===== src/rtl/register_file_scoreboard_pkg.sv =====
// register_file_scoreboard_pkg
//   Shared widths and helpers for the register file and its busy scoreboard.
//   DATA_W   : register width
//   ADDR_W   : register address width
//   NUM_REGS : number of architectural registers (register 0 is hardwired)
//   ZERO_REG : address of the hardwired zero register
package register_file_scoreboard_pkg;

    localparam int unsigned DATA_W   = 32;
    localparam int unsigned ADDR_W   = 5;
    localparam int unsigned NUM_REGS = 32;

    localparam logic [ADDR_W-1:0] ZERO_REG = '0;

    // One-hot select of a register address; register 0 never produces a bit.
    function automatic logic [NUM_REGS-1:0] reg_onehot(input logic en,
                                                       input logic [ADDR_W-1:0] addr);
        logic [NUM_REGS-1:0] sel;
        sel = '0;
        if (en && (addr != ZERO_REG)) begin
            sel[addr] = 1'b1;
        end
        return sel;
    endfunction

endpackage


===== src/rtl/register_file_scoreboard_reg_scoreboard.sv =====
// reg_scoreboard
//   Per-register busy bits tracking outstanding writes between ID and WB.
//   Clk, Reset                   : clock, async active-high reset
//   IssueValid, IssueRegister    : destination of the instruction leaving ID (sets a bit)
//   RegWrite, WriteRegister      : WB write port (clears a bit)
//   ReadRegister1/2              : rs/rt addresses being decoded in ID
//   Busy1/2                      : rs/rt still waiting on a producer not covered by bypass
//   BusyVector                   : raw scoreboard bits
module reg_scoreboard
    import register_file_scoreboard_pkg::*;
(
    input  logic                Clk,
    input  logic                Reset,
    input  logic                IssueValid,
    input  logic [ADDR_W-1:0]   IssueRegister,
    input  logic                RegWrite,
    input  logic [ADDR_W-1:0]   WriteRegister,
    input  logic [ADDR_W-1:0]   ReadRegister1,
    input  logic [ADDR_W-1:0]   ReadRegister2,
    output logic                Busy1,
    output logic                Busy2,
    output logic [NUM_REGS-1:0] BusyVector
);

    logic [NUM_REGS-1:0] busy;
    logic [NUM_REGS-1:0] set_mask;
    logic [NUM_REGS-1:0] clr_mask;
    logic                wb_hit1;
    logic                wb_hit2;

    assign set_mask = reg_onehot(IssueValid, IssueRegister);
    assign clr_mask = reg_onehot(RegWrite, WriteRegister);

    // Set is applied after clear so a new producer issued on the same edge
    // as the old one's writeback keeps the register busy. Bit 0 never sets.
    always_ff @(posedge Clk or posedge Reset) begin
        if (Reset) begin
            busy <= '0;
        end else begin
            busy <= (busy & ~clr_mask) | set_mask;
        end
    end

    // A writeback in the same cycle reaches the reader through the bypass.
    assign wb_hit1 = RegWrite && (WriteRegister == ReadRegister1);
    assign wb_hit2 = RegWrite && (WriteRegister == ReadRegister2);

    assign Busy1      = busy[ReadRegister1] && !wb_hit1 && !Reset;
    assign Busy2      = busy[ReadRegister2] && !wb_hit2 && !Reset;
    assign BusyVector = busy;

endmodule


===== src/rtl/register_file_scoreboard.sv =====
// register_file_scoreboard
//   32 x 32-bit register file with two combinational read ports (write-first
//   bypass from WB), one clocked write port and a per-register busy scoreboard.
//   Clk, Reset                 : clock, async active-high reset (clears registers and busy bits)
//   ReadRegister1/2            : rs/rt addresses
//   ReadData1/2                : rs/rt contents, bypassed from WB
//   RegWrite, WriteRegister,
//   WriteData                  : WB write port
//   IssueValid, IssueRegister  : destination of the instruction leaving ID
//   Busy1/2                    : rs/rt stall requests
//   BusyVector                 : raw scoreboard bits
module register_file_scoreboard
    import register_file_scoreboard_pkg::*;
(
    input  logic                Clk,
    input  logic                Reset,
    input  logic [ADDR_W-1:0]   ReadRegister1,
    input  logic [ADDR_W-1:0]   ReadRegister2,
    output logic [DATA_W-1:0]   ReadData1,
    output logic [DATA_W-1:0]   ReadData2,
    input  logic                RegWrite,
    input  logic [ADDR_W-1:0]   WriteRegister,
    input  logic [DATA_W-1:0]   WriteData,
    input  logic                IssueValid,
    input  logic [ADDR_W-1:0]   IssueRegister,
    output logic                Busy1,
    output logic                Busy2,
    output logic [NUM_REGS-1:0] BusyVector
);

    logic [DATA_W-1:0] regs [NUM_REGS];

    // Entry 0 is reset and never written, so it always holds zero.
    always_ff @(posedge Clk or posedge Reset) begin
        if (Reset) begin
            for (int unsigned i = 0; i < NUM_REGS; i++) begin
                regs[i] <= '0;
            end
        end else if (RegWrite && (WriteRegister != ZERO_REG)) begin
            regs[WriteRegister] <= WriteData;
        end
    end

    // Reset forces zero so a WB bypass cannot leak out while in reset.
    always_comb begin
        ReadData1 = '0;
        if (!Reset && (ReadRegister1 != ZERO_REG)) begin
            if (RegWrite && (WriteRegister == ReadRegister1)) begin
                ReadData1 = WriteData;
            end else begin
                ReadData1 = regs[ReadRegister1];
            end
        end
    end

    always_comb begin
        ReadData2 = '0;
        if (!Reset && (ReadRegister2 != ZERO_REG)) begin
            if (RegWrite && (WriteRegister == ReadRegister2)) begin
                ReadData2 = WriteData;
            end else begin
                ReadData2 = regs[ReadRegister2];
            end
        end
    end

    reg_scoreboard u_scoreboard (
        .Clk           (Clk),
        .Reset         (Reset),
        .IssueValid    (IssueValid),
        .IssueRegister (IssueRegister),
        .RegWrite      (RegWrite),
        .WriteRegister (WriteRegister),
        .ReadRegister1 (ReadRegister1),
        .ReadRegister2 (ReadRegister2),
        .Busy1         (Busy1),
        .Busy2         (Busy2),
        .BusyVector    (BusyVector)
    );

endmodule


===== config.mk =====
export PLATFORM = sky130hd
export DESIGN_NAME = register_file_scoreboard
export DESIGN_NICKNAME = d
export VERILOG_FILES = /design/src/rtl/register_file_scoreboard_pkg.sv /design/src/rtl/register_file_scoreboard_reg_scoreboard.sv /design/src/rtl/register_file_scoreboard.sv
export SDC_FILE = /design/constraint.sdc
export NUM_CORES = 2
export LEC_CHECK = 0
export CAP_MARGIN = 40
export CORE_MARGIN = 4
export CORE_UTILIZATION = 26
export CTS_CLUSTER_SIZE = 8
export DETAILED_ROUTE_END_ITERATION = 16
export DONT_BUFFER_PORTS = 1
export HOLD_SLACK_MARGIN = 0.12
export PLACE_DENSITY_LB_ADDON = 0.3
export RECOVER_POWER = 25
export SYNTH_ARGS = -nofsm -noshare
export SYNTH_HDL_FRONTEND = slang
export SYNTH_SLANG_ARGS = --single-unit

===== constraint.sdc =====
create_clock -name Clk -period 66.3 [get_ports Clk]
set_clock_uncertainty 0.1 [all_clocks]
set_input_delay 3.315 -clock Clk [delete_from_list [all_inputs] [get_ports Clk]]
set_output_delay 3.315 -clock Clk [all_outputs]
set_load 0.01 [all_outputs]

==> results.txt <==
Worst-skew pair later-pin latency: 770 ps
Final Hold Vio Count: 0
Post-Route WL: 194,000 microns
GPL Wtd Cong: 0.825
Synth area leader: dfrtp_1
Detailed placement HPWL: 109,000 microns
Fraction of registers with async set/reset: 100%
Total GRT Usage: 16.6%
Mapped Area: 57,100 sq um
Dpl ws: 56,720 ps
Final max-slew violation count: 560
Root Driver: clkbuf_16
Clock Tree Buf Depth: 3
Critical path required time: 62,880 ps
Core Box Area: 218,000 sq um
Yosys Warn Count: 0
Row cnt: 171
Synth area leaders: dfrtp_1 (46%), mux2_2 (21%), mux4_2 (13%), mux2i_1 (6.7%), a22oi_1 (1.7%)
Drt pass-1 iters: 5
EDFF count, synth: 0
MaxCap Viol Count: 12
Crit path kind: input pin to output port
Net Count, Synth: 4,180
Die Span X: 477 microns
CTS tree: done
Fmax: 78.9 MHz
Post-synth top cells: dfrtp_1 (1,056), mux2_2 (1,046), mux2i_1 (385)
Clk slew on worst S/H paths: 50 ps
Final min period: 12,680 ps
Synth Flop Type: dfrtp_1
Most common cell in the netlist: dfrtp_1
Die Y: 477 microns
# port buffers: 0
1st-iter DRT viols: 2,809
Crit start category: input pin
Via-to-Cell Ratio: 5.45
WL per Instance: 28.6 microns
Layout cell share with drive strength beyond 1: 43.5%
Detail Route Antenna Nets: 0
Largest net degree at the start of global routing: 302
Post-route setup slack: 53,620 ps
Num CTS Buffers: 150
Gr ovfl total: 0
RSZ-0062 raised after global routing: false
Post-synthesis sequential area ratio: 46.3%
Relative slew margins: -263%
Filler cells: 21,800
Syn Inst Count: 4,124
Critical Path AT: 9270 ps
Initial Utilization: 26.2%
Ports: 154
First-pass GRT wire length: 282,000 microns
Total Negative Setup Slacks: 0 ps
Fin nets: 3,953
Least-Margin Pin Slew: 5410 ps
Worst Hold Class: flop to flop
Post-CTS Setup Inserts: 0
Area Growth Syn to Fin: 11.1%
Violated checks: max-capacitance violations, max-slew violations
Final setup viols: 0
Hold_buf cts: 0
Final period utilization: 19.1%
Hold slack: 298 ps
Status: complete, but fails checks
Avg Cell Area, Syn: 13.9 sq um
Remaining DRCs: 0
P_leak: 27.0 nW
Full die area: 227,000 sq um
Power density over the cells: 29.9 nW/um^2
Initial antenna violation count: 2
Post-cts gate resize count: 0
Crit path max fanout: 111
Clk sinks: 1,056
Synth cell types: 53
Via count: 36,900
Critical Path Sink Type: output port
Synth Register Bits: 1,056
Top-area cell type share of the netlist area: 46.3%
H-tree lvl count: 4
VDD IR-drop max: 0.0240 mV
Number of global-route vias before repair: 38,200
state kept, by name, summed over array words and instances, names as in the netlist:
name / count
regs: 1024
u_scoreboard.BusyVector: 32
path summary, 6_finish.rpt:
check,start,end,slack [ps],cells past startpoint
min in group asynchronous,Reset,regs[202],3990,1
worst max-delay path,Reset,ReadData2[15],53620,6
worst max register to register,u_scoreboard.BusyVector[3],u_scoreboard.BusyVector[3],65370,1
worst min register to register,regs[1022],regs[1022],300,0
worst min-delay path,regs[1022],regs[1022],300,0
max in group asynchronous,Reset,regs[633],56360,7
per-layer routing:
metal  up-vias  track usage, %  wire length (microns)
met5         -               0                      0
met4         0            7.52                   9090
met3       365            2.48                   8900
met2      1064            27.9                  94600
met1     20200            21.2                  81200
li1      15200               -                      -
worst max-delay path, stage by stage:
cell and delay [ps]:
clkinvlp_2 3920, o41ai_1 980, buf_4 290, nor2_4 80, buf_12 200, a32o_1 410
placed cells by master (no fill, tap or decap), types with 4 or more instances in the layout:
master and count:
o221ai_1 25, o21ai_0 85, a22o_1 11, mux4_2 340, nor3_1 7, buf_4 62
buf_12 7, mux2_2 1046, or4_1 23, nor4_1 8, a21o_1 8, o22ai_1 89
mux2_1 11, xnor2_1 8, a32o_1 36, inv_6 7, o221a_2 24, dfrtp_1 1056
diode_2 4, mux2i_1 385, clkbuf_1 14, o31ai_1 4, nand3_1 10, a221oi_1 14
clkbuf_16 154, nor2_1 40, nand2_2 11, nand3b_1 6, nor2_4 16, a2bb2oi_1 7
a21oi_1 72, a22oi_1 128, nor3b_1 6, nor2b_4 6, nand2_1 136, buf_16 5
kinds of logic after synthesis:
kind of cell	Yosys count	share of synthesized area (%)
multiplexers	1782	41.0
buffers and inverters	475	3.94
flip-flops	1056	46.3
AND/OR/NAND/NOR	294	2.40
XOR/XNOR	10	0.153
AO/OA/AOI/OAI	507	6.27
through the flow:
stage | instances | instance area, sq um | power (mW) | utilization [%]
2_1_floorplan | 4124 | 57100 | 1.14 | -
3_3_place_gp | 6580 | 59300 | 1.20 | 27.2
3_5_place_dp | 6599 | 59700 | 1.21 | 27.4
4_1_cts | 6765 | 63600 | 1.91 | 29.2
5_1_grt | 6766 | 63500 | 1.98 | 29.1
6_report | 6769 | 63500 | 1.90 | 29.2
area by class of cell:
class                   count  area (sq um)  area share (%)
diodes                      4          10.0          0.0158
inverters                   4          18.8          0.0296
clock buffers             154          3850            6.07
multi-input cells        2593         28700            45.2
repair buffers             92           822            1.29
flip-flops and latches   1056         26400            41.6
well taps                2854          3570            5.62
clock inverters            12           123           0.193
where the power goes:
part | total (mW) | switching [mW] | internal (mW)
clock network | 0.692 | 0.285 | 0.407
registers | 0.861 | 0.0913 | 0.769
logic | 0.347 | 0.132 | 0.215
total | 1.90 | 0.508 | 1.39
No activity file was read; power rests on OpenSTA's default activity.
